[config.mk]
export PLATFORM = sky130hd
export DESIGN_NAME = svi_mem_ctrl_flat
export DESIGN_NICKNAME = d
export VERILOG_FILES = /design/src/rtl/svi_mem_pkg.sv /design/src/rtl/svi_mem_ctrl_if.sv /design/src/rtl/svi_access_detect.sv /design/src/rtl/svi_mem_ctrl.sv /design/src/flat_wrapper.sv
export SDC_FILE = /design/constraint.sdc
export NUM_CORES = 1
export LEC_CHECK = 0
export BUFFER_PORTS_ARGS = -buffer_cell sky130_fd_sc_hd__buf_2
export CAP_MARGIN = 20
export CORE_MARGIN = 1
export CORE_UTILIZATION = 46
export CTS_CLUSTER_SIZE = 24
export DETAILED_ROUTE_END_ITERATION = 6
export PLACE_DENSITY = 0.86
export SYNTH_ARGS = -nofsm -noshare
export SYNTH_HDL_FRONTEND = slang
export SYNTH_HIERARCHICAL = 1
export SYNTH_SLANG_ARGS = --single-unit
[constraint.sdc]
create_clock -name i_clk_sys -period 6 [get_ports i_clk_sys]
set_input_delay 0.3 -clock i_clk_sys [delete_from_list [all_inputs] [get_ports i_clk_sys]]
set_output_delay 0.3 -clock i_clk_sys [all_outputs]
set_load 0.02 [all_outputs]
[src/rtl/svi_mem_pkg.sv]
// -----------------------------------------------------------------------------
// svi_mem_pkg
// Shared types and constants for the SVI-328 memory access sequencer.
//   mem_state_e     : sequencer FSM state encoding
//   IOCTL_IDX_*     : ioctl image indices understood by the sequencer
//   DEF_*_BASE      : default physical load bases for downloaded images
//   dl_byte_ok()    : true when a download byte targets a known image and
//                     lies inside the 64 KiB window the sequencer maps
// -----------------------------------------------------------------------------
package svi_mem_pkg;

  localparam int unsigned PHYS_AW = 18;
  localparam int unsigned DATA_W  = 8;

  typedef enum logic [2:0] {
    ST_IDLE   = 3'd0,
    ST_CPU_RD = 3'd1,
    ST_CPU_WR = 3'd2,
    ST_DL_WR  = 3'd3,
    ST_HOLD   = 3'd4
  } mem_state_e;

  localparam logic [7:0] IOCTL_IDX_ROM  = 8'd0;
  localparam logic [7:0] IOCTL_IDX_CART = 8'd1;

  localparam logic [PHYS_AW-1:0] DEF_ROM_BASE  = 18'h00000;
  localparam logic [PHYS_AW-1:0] DEF_CART_BASE = 18'h10000;

  function automatic logic dl_byte_ok(input logic [7:0] idx, input logic [24:0] ofs);
    return ((idx == IOCTL_IDX_ROM) || (idx == IOCTL_IDX_CART)) && (ofs[24:16] == 9'd0);
  endfunction

endpackage

[src/rtl/svi_mem_ctrl_if.sv]
// -----------------------------------------------------------------------------
// svi_mem_ctrl_if
// Request/acknowledge port between the sequencer and the variable-latency
// memory.
//   mem_addr  : physical byte address       (master -> slave)
//   mem_din   : write data                  (master -> slave)
//   mem_we    : 1 = write, 0 = read         (master -> slave)
//   mem_req   : held high until mem_ack     (master -> slave)
//   mem_dout  : read data, valid with ack   (slave -> master)
//   mem_ack   : one-cycle completion pulse  (slave -> master)
// -----------------------------------------------------------------------------
interface svi_mem_ctrl_if;
  import svi_mem_pkg::*;

  logic [PHYS_AW-1:0] mem_addr;
  logic [DATA_W-1:0]  mem_din;
  logic               mem_we;
  logic               mem_req;
  logic [DATA_W-1:0]  mem_dout;
  logic               mem_ack;

  modport master (
    output mem_addr, mem_din, mem_we, mem_req,
    input  mem_dout, mem_ack
  );

  modport slave (
    input  mem_addr, mem_din, mem_we, mem_req,
    output mem_dout, mem_ack
  );

endinterface

[src/rtl/svi_access_detect.sv]
// -----------------------------------------------------------------------------
// svi_access_detect
// Turns the Z80 memory strobes into at most one request pulse per CPU memory
// cycle. The detector arms while MREQ is inactive and disarms on the first
// read or write it reports, so a long stretched cycle yields one pulse only.
// Refresh cycles (MREQ without RD/WR) never fire.
//   i_clk_sys  : system clock
//   i_reset_n  : synchronous active-low reset (re-arms the detector)
//   i_mreq_n   : Z80 MREQ, synchronous to i_clk_sys
//   i_rd_n     : Z80 RD
//   i_wr_n     : Z80 WR
//   o_rd_req   : one-cycle read request pulse (combinational from armed state)
//   o_wr_req   : one-cycle write request pulse
// -----------------------------------------------------------------------------
module svi_access_detect (
  input  logic i_clk_sys,
  input  logic i_reset_n,
  input  logic i_mreq_n,
  input  logic i_rd_n,
  input  logic i_wr_n,
  output logic o_rd_req,
  output logic o_wr_req
);

  logic r_armed;
  logic w_rd_hit;
  logic w_wr_hit;

  // Read wins if a glitchy bus ever shows both strobes at once.
  assign w_rd_hit = r_armed & ~i_mreq_n & ~i_rd_n;
  assign w_wr_hit = r_armed & ~i_mreq_n &  i_rd_n & ~i_wr_n;

  always_ff @(posedge i_clk_sys) begin
    if (!i_reset_n) begin
      r_armed <= 1'b1;
    end else if (w_rd_hit || w_wr_hit) begin
      r_armed <= 1'b0;
    end else if (i_mreq_n) begin
      r_armed <= 1'b1;
    end
  end

  assign o_rd_req = w_rd_hit;
  assign o_wr_req = w_wr_hit;

endmodule

[src/rtl/svi_mem_ctrl.sv]
// -----------------------------------------------------------------------------
// svi_mem_ctrl
// Memory access sequencer behind the SVI-328 bank mapper. Runs one memory
// transaction per Z80 memory cycle, stretching the CPU with WAIT until the
// memory acknowledges, and interleaves ROM/cartridge image downloads from the
// ioctl channel (downloads take priority over the CPU).
//
// Parameters
//   CART_BASE : physical base for cartridge images (index 1)
//   ROM_BASE  : physical base for BASIC ROM images (index 0)
//
// Ports
//   i_clk_sys         : system clock, all logic on the rising edge
//   i_reset_n         : synchronous active-low reset
//   i_cpu_addr        : mapped 18-bit physical address
//   i_cpu_ram         : 1 = RAM (writable), 0 = ROM (writes dropped)
//   i_cpu_mreq_n/rd_n/wr_n : Z80 strobes, synchronous to i_clk_sys
//   i_cpu_din         : Z80 write data
//   o_cpu_dout        : read data to the Z80, held between reads
//   o_cpu_wait_n      : registered Z80 WAIT
//   i_ioctl_download  : download in progress
//   i_ioctl_index     : image index (0 ROM, 1 cartridge, others ignored)
//   i_ioctl_wr        : one-cycle byte strobe
//   i_ioctl_addr      : byte offset within the image
//   i_ioctl_dout      : image byte
//   o_ioctl_wait      : high while a captured byte awaits its memory ack
//   mem               : memory request/ack port (master side)
//
// state     | meaning
// ----------+-------------------------------------------------------------
// ST_IDLE   | no transaction; picks download byte, then CPU read/write
// ST_CPU_RD | CPU read request outstanding, cpu_dout loads on ack
// ST_CPU_WR | CPU write request outstanding
// ST_DL_WR  | download byte write outstanding
// ST_HOLD   | CPU cycle finished (or ROM write dropped); wait for MREQ high
// -----------------------------------------------------------------------------
module svi_mem_ctrl
  import svi_mem_pkg::*;
#(
  parameter logic [17:0] CART_BASE = DEF_CART_BASE,
  parameter logic [17:0] ROM_BASE  = DEF_ROM_BASE
) (
  input  logic        i_clk_sys,
  input  logic        i_reset_n,
  input  logic [17:0] i_cpu_addr,
  input  logic        i_cpu_ram,
  input  logic        i_cpu_mreq_n,
  input  logic        i_cpu_rd_n,
  input  logic        i_cpu_wr_n,
  input  logic [7:0]  i_cpu_din,
  output logic [7:0]  o_cpu_dout,
  output logic        o_cpu_wait_n,
  input  logic        i_ioctl_download,
  input  logic [7:0]  i_ioctl_index,
  input  logic        i_ioctl_wr,
  input  logic [24:0] i_ioctl_addr,
  input  logic [7:0]  i_ioctl_dout,
  output logic        o_ioctl_wait,
  svi_mem_ctrl_if.master mem
);

  logic w_rd_req;
  logic w_wr_req;

  svi_access_detect u_detect (
    .i_clk_sys (i_clk_sys),
    .i_reset_n (i_reset_n),
    .i_mreq_n  (i_cpu_mreq_n),
    .i_rd_n    (i_cpu_rd_n),
    .i_wr_n    (i_cpu_wr_n),
    .o_rd_req  (w_rd_req),
    .o_wr_req  (w_wr_req)
  );

  mem_state_e  r_state;
  mem_state_e  w_state_nxt;

  logic        r_mem_req,  w_req_nxt;
  logic        r_mem_we,   w_we_nxt;
  logic [17:0] r_mem_addr, w_addr_nxt;
  logic [7:0]  r_mem_din,  w_din_nxt;
  logic [7:0]  r_cpu_dout, w_dout_nxt;
  logic        r_cpu_wait_n, w_wait_n_nxt;

  // A CPU request that could not be started yet (download active or busy).
  logic        r_pend_rd, w_pend_rd_nxt;
  logic        r_pend_wr, w_pend_wr_nxt;
  logic        w_cpu_rd;
  logic        w_cpu_wr;

  // One-entry download holding register.
  logic        r_hold_vld;
  logic [17:0] r_hold_addr;
  logic [7:0]  r_hold_data;
  logic        w_hold_clr;
  logic        w_ioctl_cap;
  logic [17:0] w_dl_base;
  logic [17:0] w_dl_addr_in;
  logic        w_dl_pend;
  logic [17:0] w_dl_addr;
  logic [7:0]  w_dl_data;

  assign w_cpu_rd = r_pend_rd | w_rd_req;
  assign w_cpu_wr = r_pend_wr | w_wr_req;

  // A strobe while the holding register is full is a protocol error and is
  // dropped; out-of-window or unknown-index bytes never enter the register.
  assign w_ioctl_cap  = i_ioctl_wr & ~r_hold_vld & dl_byte_ok(i_ioctl_index, i_ioctl_addr);
  assign w_dl_base    = (i_ioctl_index == IOCTL_IDX_CART) ? CART_BASE : ROM_BASE;
  assign w_dl_addr_in = w_dl_base + {2'b00, i_ioctl_addr[15:0]};

  // The byte arriving this cycle is usable immediately so that a same-cycle
  // CPU detect loses to it.
  assign w_dl_pend = r_hold_vld | w_ioctl_cap;
  assign w_dl_addr = r_hold_vld ? r_hold_addr : w_dl_addr_in;
  assign w_dl_data = r_hold_vld ? r_hold_data : i_ioctl_dout;

  always_ff @(posedge i_clk_sys) begin
    if (!i_reset_n) begin
      r_hold_vld  <= 1'b0;
      r_hold_addr <= '0;
      r_hold_data <= '0;
    end else if (w_ioctl_cap) begin
      r_hold_vld  <= 1'b1;
      r_hold_addr <= w_dl_addr_in;
      r_hold_data <= i_ioctl_dout;
    end else if (w_hold_clr) begin
      r_hold_vld  <= 1'b0;
    end
  end

  always_ff @(posedge i_clk_sys) begin
    if (!i_reset_n) begin
      r_state      <= ST_IDLE;
      r_mem_req    <= 1'b0;
      r_mem_we     <= 1'b0;
      r_mem_addr   <= '0;
      r_mem_din    <= '0;
      r_cpu_dout   <= 8'hFF;
      r_cpu_wait_n <= 1'b1;
      r_pend_rd    <= 1'b0;
      r_pend_wr    <= 1'b0;
    end else begin
      r_state      <= w_state_nxt;
      r_mem_req    <= w_req_nxt;
      r_mem_we     <= w_we_nxt;
      r_mem_addr   <= w_addr_nxt;
      r_mem_din    <= w_din_nxt;
      r_cpu_dout   <= w_dout_nxt;
      r_cpu_wait_n <= w_wait_n_nxt;
      r_pend_rd    <= w_pend_rd_nxt;
      r_pend_wr    <= w_pend_wr_nxt;
    end
  end

  always_comb begin
    w_state_nxt   = r_state;
    w_req_nxt     = r_mem_req;
    w_we_nxt      = r_mem_we;
    w_addr_nxt    = r_mem_addr;
    w_din_nxt     = r_mem_din;
    w_dout_nxt    = r_cpu_dout;
    w_wait_n_nxt  = r_cpu_wait_n;
    w_pend_rd_nxt = w_cpu_rd;
    w_pend_wr_nxt = w_cpu_wr;
    w_hold_clr    = 1'b0;

    case (r_state)
      ST_IDLE: begin
        if (w_dl_pend) begin
          w_state_nxt = ST_DL_WR;
          w_req_nxt   = 1'b1;
          w_we_nxt    = 1'b1;
          w_addr_nxt  = w_dl_addr;
          w_din_nxt   = w_dl_data;
          if (w_cpu_rd || w_cpu_wr) begin
            w_wait_n_nxt = 1'b0;
          end
        end else if (w_cpu_rd) begin
          w_wait_n_nxt = 1'b0;
          if (!i_ioctl_download) begin
            w_state_nxt   = ST_CPU_RD;
            w_req_nxt     = 1'b1;
            w_we_nxt      = 1'b0;
            w_addr_nxt    = i_cpu_addr;
            w_pend_rd_nxt = 1'b0;
            w_pend_wr_nxt = 1'b0;
          end
        end else if (w_cpu_wr) begin
          if (!i_cpu_ram) begin
            // ROM write: nothing to do in memory, let the CPU run on.
            w_state_nxt   = ST_HOLD;
            w_wait_n_nxt  = 1'b1;
            w_pend_wr_nxt = 1'b0;
          end else begin
            w_wait_n_nxt = 1'b0;
            if (!i_ioctl_download) begin
              w_state_nxt   = ST_CPU_WR;
              w_req_nxt     = 1'b1;
              w_we_nxt      = 1'b1;
              w_addr_nxt    = i_cpu_addr;
              w_din_nxt     = i_cpu_din;
              w_pend_wr_nxt = 1'b0;
            end
          end
        end
      end

      ST_CPU_RD: begin
        if (mem.mem_ack) begin
          w_state_nxt  = ST_HOLD;
          w_req_nxt    = 1'b0;
          w_dout_nxt   = mem.mem_dout;
          w_wait_n_nxt = 1'b1;
        end
      end

      ST_CPU_WR: begin
        if (mem.mem_ack) begin
          w_state_nxt  = ST_HOLD;
          w_req_nxt    = 1'b0;
          w_we_nxt     = 1'b0;
          w_wait_n_nxt = 1'b1;
        end
      end

      ST_DL_WR: begin
        // A CPU cycle starting behind a download byte is stalled right away.
        if (w_rd_req || w_wr_req) begin
          w_wait_n_nxt = 1'b0;
        end
        if (mem.mem_ack) begin
          w_state_nxt = ST_IDLE;
          w_req_nxt   = 1'b0;
          w_we_nxt    = 1'b0;
          w_hold_clr  = 1'b1;
        end
      end

      ST_HOLD: begin
        w_wait_n_nxt = 1'b1;
        if (i_cpu_mreq_n) begin
          w_state_nxt = ST_IDLE;
        end
      end

      default: begin
        w_state_nxt = ST_IDLE;
      end
    endcase
  end

  assign mem.mem_req  = r_mem_req;
  assign mem.mem_we   = r_mem_we;
  assign mem.mem_addr = r_mem_addr;
  assign mem.mem_din  = r_mem_din;

  assign o_cpu_dout   = r_cpu_dout;
  assign o_cpu_wait_n = r_cpu_wait_n;
  assign o_ioctl_wait = r_hold_vld;

endmodule

[src/flat_wrapper.sv]
// flat-port wrapper written by rule: the top's interface ports become plain ports
module svi_mem_ctrl_flat import svi_mem_pkg::*;
#(
  parameter logic [17:0] CART_BASE = DEF_CART_BASE,
  parameter logic [17:0] ROM_BASE  = DEF_ROM_BASE
)
  (i_clk_sys, i_reset_n, i_cpu_addr, i_cpu_ram, i_cpu_mreq_n, i_cpu_rd_n, i_cpu_wr_n, i_cpu_din, o_cpu_dout, o_cpu_wait_n, i_ioctl_download, i_ioctl_index, i_ioctl_wr, i_ioctl_addr, i_ioctl_dout, o_ioctl_wait, mem_mem_addr, mem_mem_din, mem_mem_we, mem_mem_req, mem_mem_dout, mem_mem_ack);
  svi_mem_ctrl_if mem_i ();
  input  logic i_clk_sys;
  input  logic i_reset_n;
  input  logic [17:0] i_cpu_addr;
  input  logic i_cpu_ram;
  input  logic i_cpu_mreq_n;
  input  logic i_cpu_rd_n;
  input  logic i_cpu_wr_n;
  input  logic [7:0] i_cpu_din;
  output logic [7:0] o_cpu_dout;
  output logic o_cpu_wait_n;
  input  logic i_ioctl_download;
  input  logic [7:0] i_ioctl_index;
  input  logic i_ioctl_wr;
  input  logic [24:0] i_ioctl_addr;
  input  logic [7:0] i_ioctl_dout;
  output logic o_ioctl_wait;
  output wire logic [$bits(mem_i.mem_addr)-1:0] mem_mem_addr;
  output wire logic [$bits(mem_i.mem_din)-1:0] mem_mem_din;
  output wire logic [$bits(mem_i.mem_we)-1:0] mem_mem_we;
  output wire logic [$bits(mem_i.mem_req)-1:0] mem_mem_req;
  input wire logic [$bits(mem_i.mem_dout)-1:0] mem_mem_dout;
  input wire logic [$bits(mem_i.mem_ack)-1:0] mem_mem_ack;
  assign mem_mem_addr = mem_i.mem_addr;
  assign mem_mem_din = mem_i.mem_din;
  assign mem_mem_we = mem_i.mem_we;
  assign mem_mem_req = mem_i.mem_req;
  assign mem_i.mem_dout = mem_mem_dout;
  assign mem_i.mem_ack = mem_mem_ack;
  svi_mem_ctrl #(.CART_BASE(CART_BASE), .ROM_BASE(ROM_BASE)) u_core (.i_clk_sys(i_clk_sys), .i_reset_n(i_reset_n), .i_cpu_addr(i_cpu_addr), .i_cpu_ram(i_cpu_ram), .i_cpu_mreq_n(i_cpu_mreq_n), .i_cpu_rd_n(i_cpu_rd_n), .i_cpu_wr_n(i_cpu_wr_n), .i_cpu_din(i_cpu_din), .o_cpu_dout(o_cpu_dout), .o_cpu_wait_n(o_cpu_wait_n), .i_ioctl_download(i_ioctl_download), .i_ioctl_index(i_ioctl_index), .i_ioctl_wr(i_ioctl_wr), .i_ioctl_addr(i_ioctl_addr), .i_ioctl_dout(i_ioctl_dout), .o_ioctl_wait(o_ioctl_wait), .mem(mem_i));
endmodule
Yosys cells after proc, flatten, opt, wreduce, memory -nomap -nowiden
Index checks and enable logic that the tools add are counted. W data, S select, Z words.

Bitwise logic cells: 13. $add $sub $neg: 1. Multiplexer cells: 61. Reduce and logical (&&, ||, !) cells: 26. Eq/ne operators: 19.

Operators with widths (count): $mux W18 (6); $mux W8 (6); $mux W1 (35); $mux W3 (9); $add A18 B16 Y18 (1); $mux W17 (1); $pmux W3 S4 (1); $reduce_and A6 Y1 (2); $reduce_bool A2 Y1 (6); $ne A2 B1 Y1 const B (5); $reduce_and A5 Y1 (2); $logic_not A9 Y1 (1); $eq A8 B1 Y1 const B (1); $logic_not A8 Y1 (1); $ne A4 B4 Y1 const B (2); $and A1 B1 Y1 (6); $eq A3 B2 Y1 const B (2); $ne A2 B2 Y1 const B (3); $reduce_bool A3 Y1 (2); $ne A5 B5 Y1 const B (1); $ne A4 B1 Y1 const B (1); $ne A4 B2 Y1 const B (1); $not A1 Y1 (4); $pmux W1 S2 (2); 14 further kinds (19).

Output and inout bits: 38. Word-level logic and storage cells: 133. Register bits: 70. Input port bits: 84.

Logic depth before layout (Yosys ltp)
Depth in word-level cells: 9. Depth in mapped cells: 8. Depth with buffers taken out: 6.

Modules after synthesis
Netlist, hierarchy kept.

By module, submodules not included: svi_mem_ctrl (area an instance 3116.7 µm², sequential area each 1361.3 µm², instances 1, cells an instance 379); svi_access_detect (area an instance 52.6 µm², sequential area each 20.0 µm², instances 1, cells an instance 5).

Worst setup path before layout
Ideal clock, no wire load.

Kind: input -> register. Start: in i_cpu_wr_n. End: reg u_core.r_mem_req, in the netlist u_core/mem.mem_req. Data required time: 5885 ps. Data arrival time: 1854 ps. Setup slack: 4032 ps. Path buffers: 2. Library setup time: 115 ps. Cell stages on the path: 8. Path through: and4bb_1 -> o21ai_0 -> nor2b_1 -> o31ai_2 -> or2_2 -> buf_2 -> buf_4 -> o21a_1.

Longest elaborated chain between the ends: 5.

Ends and longest elaborated chain: start, declared (line flat_wrapper.sv:15) `input logic i_cpu_wr_n;`; $not A1 Y1 (line svi_access_detect.sv:31) `assign w_wr_hit = r_armed & ~i_mreq_n & i_rd_n & ~i_wr_n;`; $and A1 B1 Y1 (line svi_access_detect.sv:31); $or A1 B1 Y1 (line svi_mem_ctrl.sv:104) `assign w_cpu_wr = r_pend_wr | w_wr_req;`; $ne A4 B1 Y1 (no source line); $reduce_and A4 Y1 (no source line); end signal, assigned (line svi_mem_ctrl.sv:145) `r_mem_req <= w_req_nxt;`; end, declared (line svi_mem_ctrl.sv:78) `logic r_mem_req, w_req_nxt;`.

Every way passes these cells. A chain may end at the register's enable or synchronous reset.

Worst setup path after layout
Start: reg u_core.r_state[1]. End: reg u_core.r_mem_addr[12], in the netlist u_core/mem.mem_addr[12].

Longest elaborated chain between the ends: 2.

Ends and longest elaborated chain: start, declared (line svi_mem_ctrl.sv:75) `mem_state_e r_state;`; start signal, assigned (line svi_mem_ctrl.sv:144) `r_state <= w_state_nxt;`; $logic_not A3 Y1 (line svi_mem_ctrl.sv:168) `case (r_state)`; $reduce_and A3 Y1 (no source line); end signal, assigned (line svi_mem_ctrl.sv:147) `r_mem_addr <= w_addr_nxt;`; end, declared (line svi_mem_ctrl.sv:80) `logic [17:0] r_mem_addr, w_addr_nxt;`.

Every way passes these cells.

==> results.toml <==
[synthesis]
synth_edf_count = 0
synth_cell_type_count = 47
yosys-top-cells-count = "103 x nand2_1, 69 x dfxtp_1, 27 x a21oi_1"
yosysSeqAreaShare_pct = 43.6
yosysMostFrequentCell = "nand2_1"
synth-seq-cells = 69
synth.area.top_cells = "dfxtp_1 44%, nand2_1 12%, a22oi_1 5.7%"
avgSynthCellArea_um2 = 8.25
synth-async-reset-ratio_pct = 0
synth_top_cell_by_area = "dfxtp_1"
synth_cells = 384
synth_warnings = 6
synth_top_area_share_pct = 43.6
syn_nets = 468
synth.cell_area_mm2 = 0.00317
synth_flop_cell = "dfxtp_1"

[worst_setup_path]
crit_fanout = 22
crit_path_end_kind = "flip-flop"
arrival_ns = 2.70
critical_path_class = "reg2reg"
crit_required_ns = 6.18
start_kind = "flip-flop"

[floorplanning]
die_area_mm2 = 0.00723
row_count = 29
core_mm2 = 0.00649
start_util_pct = 48.8
ios = 122
die_w_um = 85.0
die_y_um = 85.0

[detailed_routing]
dr.pass1.iters = 5
viasPerCell = 5.72
drt_iter0_drc = 196
wl_um = 8410
vias = 3245
antenna_left = 0
drc = 0
post_drt_wl_per_cell_um = 14.8

[cells_and_area]
area_growth_pct = 22.0
utilization_pct = 59.5
final_cells = 567
n_antenna_cell = 0
nNetsFinal = 570
drive_gt1_share_pct = 30.0

[placed_design]
dp_hpwl_um = 5710
dp_slack_ns = 3.06
gp_congestion = 0.928
port_buffers = 121
dp.cells = 551

[timing]
setup_viol = 0
slew_headroom_pct = 33.2
final_hold_viol_count = 0
fin_ws_ns = 3.48
period_needed_ns = 2.52
maxSlewViolCount = 0
fin_tns_setup_ns = 0
max_freq_mhz = 397
fin_skew_ns = 0.00710
fin_crit_sh_pct = 42.0
worst_pin_slew_ns = 0.999
rsz0062_at_grt = "no"

[cts]
clkTransAtPathRegs_ns = 0.07
clk_path_buf_depth = 2
tritoncts = "yes"
cts-root-buf = "clkbuf_8"
hold_buffers = 0
clk_latency_ns = 0.33
cts_buffers = 9
cts_resized = 0
cts_setup_buffers = 0
htree_levels = 3
clkSinkCount = 69

[global_routing]
grt_max_degree = 52
grt_pass1_wl_um = 13400
grt_usage_pct = 23.5
antenna_found_initial = 0
grt_overflow = 0
first_global_vias = 2955

[pwr]
p_leak_nw = 1.70
power_density_mw_per_mm2 = 247
p_total_w = 0.000955
vdd_ir_drop_max_v = 0.000160

[run]
maxCapViolations = 0

[outcome]
status = "completed"

[min_path]
hold_path.class = "in2reg"
[final timing paths]
check	from	to	slack, ns	cells after the start
max	u_core/r_state[1]	u_core/mem.mem_addr[12]	3.48	6
min	mem_mem_dout[7]	u_core/o_cpu_dout[7]	0.18	3
max reg2reg	u_core/r_state[1]	u_core/mem.mem_addr[12]	3.48	6
min reg2reg	u_core/r_hold_data[3]	u_core/r_hold_data[3]	0.45	2
[power breakdown]
part,total (W),switching (W),internal [W]
Clock,0.000315,0.000157,0.000158
Combinational,0.000149,0.0000866,0.0000619
Sequential,0.000491,0.0000135,0.000478
Total,0.000955,0.000257,0.000698
[sequential cells by signal, indices dropped and copies added, names as in the netlist]
signal / flops
u_core/mem.mem_addr: 18
u_core/mem.mem_din: 8
u_core/mem.mem_req: 1
u_core/mem.mem_we: 1
u_core/o_cpu_dout: 8
u_core/o_cpu_wait_n: 1
u_core/o_ioctl_wait: 1
u_core/r_hold_addr: 17
u_core/r_hold_data: 8
u_core/r_pend_rd: 1
u_core/r_pend_wr: 1
u_core/r_state: 3
u_core/u_detect/r_armed: 1
[cells by family (layout without fill, tap and decap cells)]
kind of cell,count (synthesis),count (layout),synth area share [%]
mux,2,2,0.632
buf+inv,38,144,7.34
simple gates,159,159,22.9
compound gates,116,116,25.6
flops,69,69,43.6
[worst max-delay path: stages, from the launching register on]
cell and delay [ns]:
dfxtp_1 0.42, nor3_1 0.48, and3_1 0.23, and3_1 0.44, buf_16 0.22, or2_2 0.38
a41oi_1 0.19
[cells in the final DEF, fill, tap and decap left out, drive strengths merged, types with 2 or more instances in the layout]
cell type | netlist | final
or2 | 3 | 3
o41ai | 2 | 2
o31ai | 13 | 13
clkbuf | 16 | 13
o21ai | 11 | 11
inv | 3 | 3
nor4 | 5 | 5
nand3 | 9 | 9
a31oi | 13 | 13
nand2 | 103 | 103
clkinv | 0 | 2
a211oi | 3 | 3
dfxtp | 69 | 69
mux2i | 2 | 2
nor3 | 20 | 20
buf | 17 | 126
a311oi | 13 | 13
o21a | 3 | 3
and3 | 3 | 3
or3 | 4 | 4
a22oi | 24 | 24
a21oi | 28 | 28
nor2 | 4 | 4
[metrics by stage]
| step | area (um^2) | hold WS [ns] |
|---|---|---|
| detailed placement | 3680 | 0.444 |
| finish | 3870 | 0.176 |
| global route | 3870 | 0.162 |
| floorplan | 3170 | 0.383 |
| CTS | 3840 | 0.156 |
| global placement | 3680 | 0.439 |
[routing by layer]
| layer | GRT usage, % | share of wire [%] |
|---|---|---|
| met1 | 28.7 | 44 |
| met5 | 0 | 0 |
| met2 | 40.4 | 49 |
| met4 | 6.63 | 0.63 |
| met3 | 6.81 | 7.3 |
[final cells by class]
cell class                 instances  area, um^2
clock inverter                     2        10.0
sequential                        69        1380
inverter                           3        11.3
multi-input combinational        277        1560
tap                               77        96.3
fill                             618        2630
clock buffer                      13         149
timing repair buffer             126         663
Note: power is estimated with default switching activity, not from simulation.
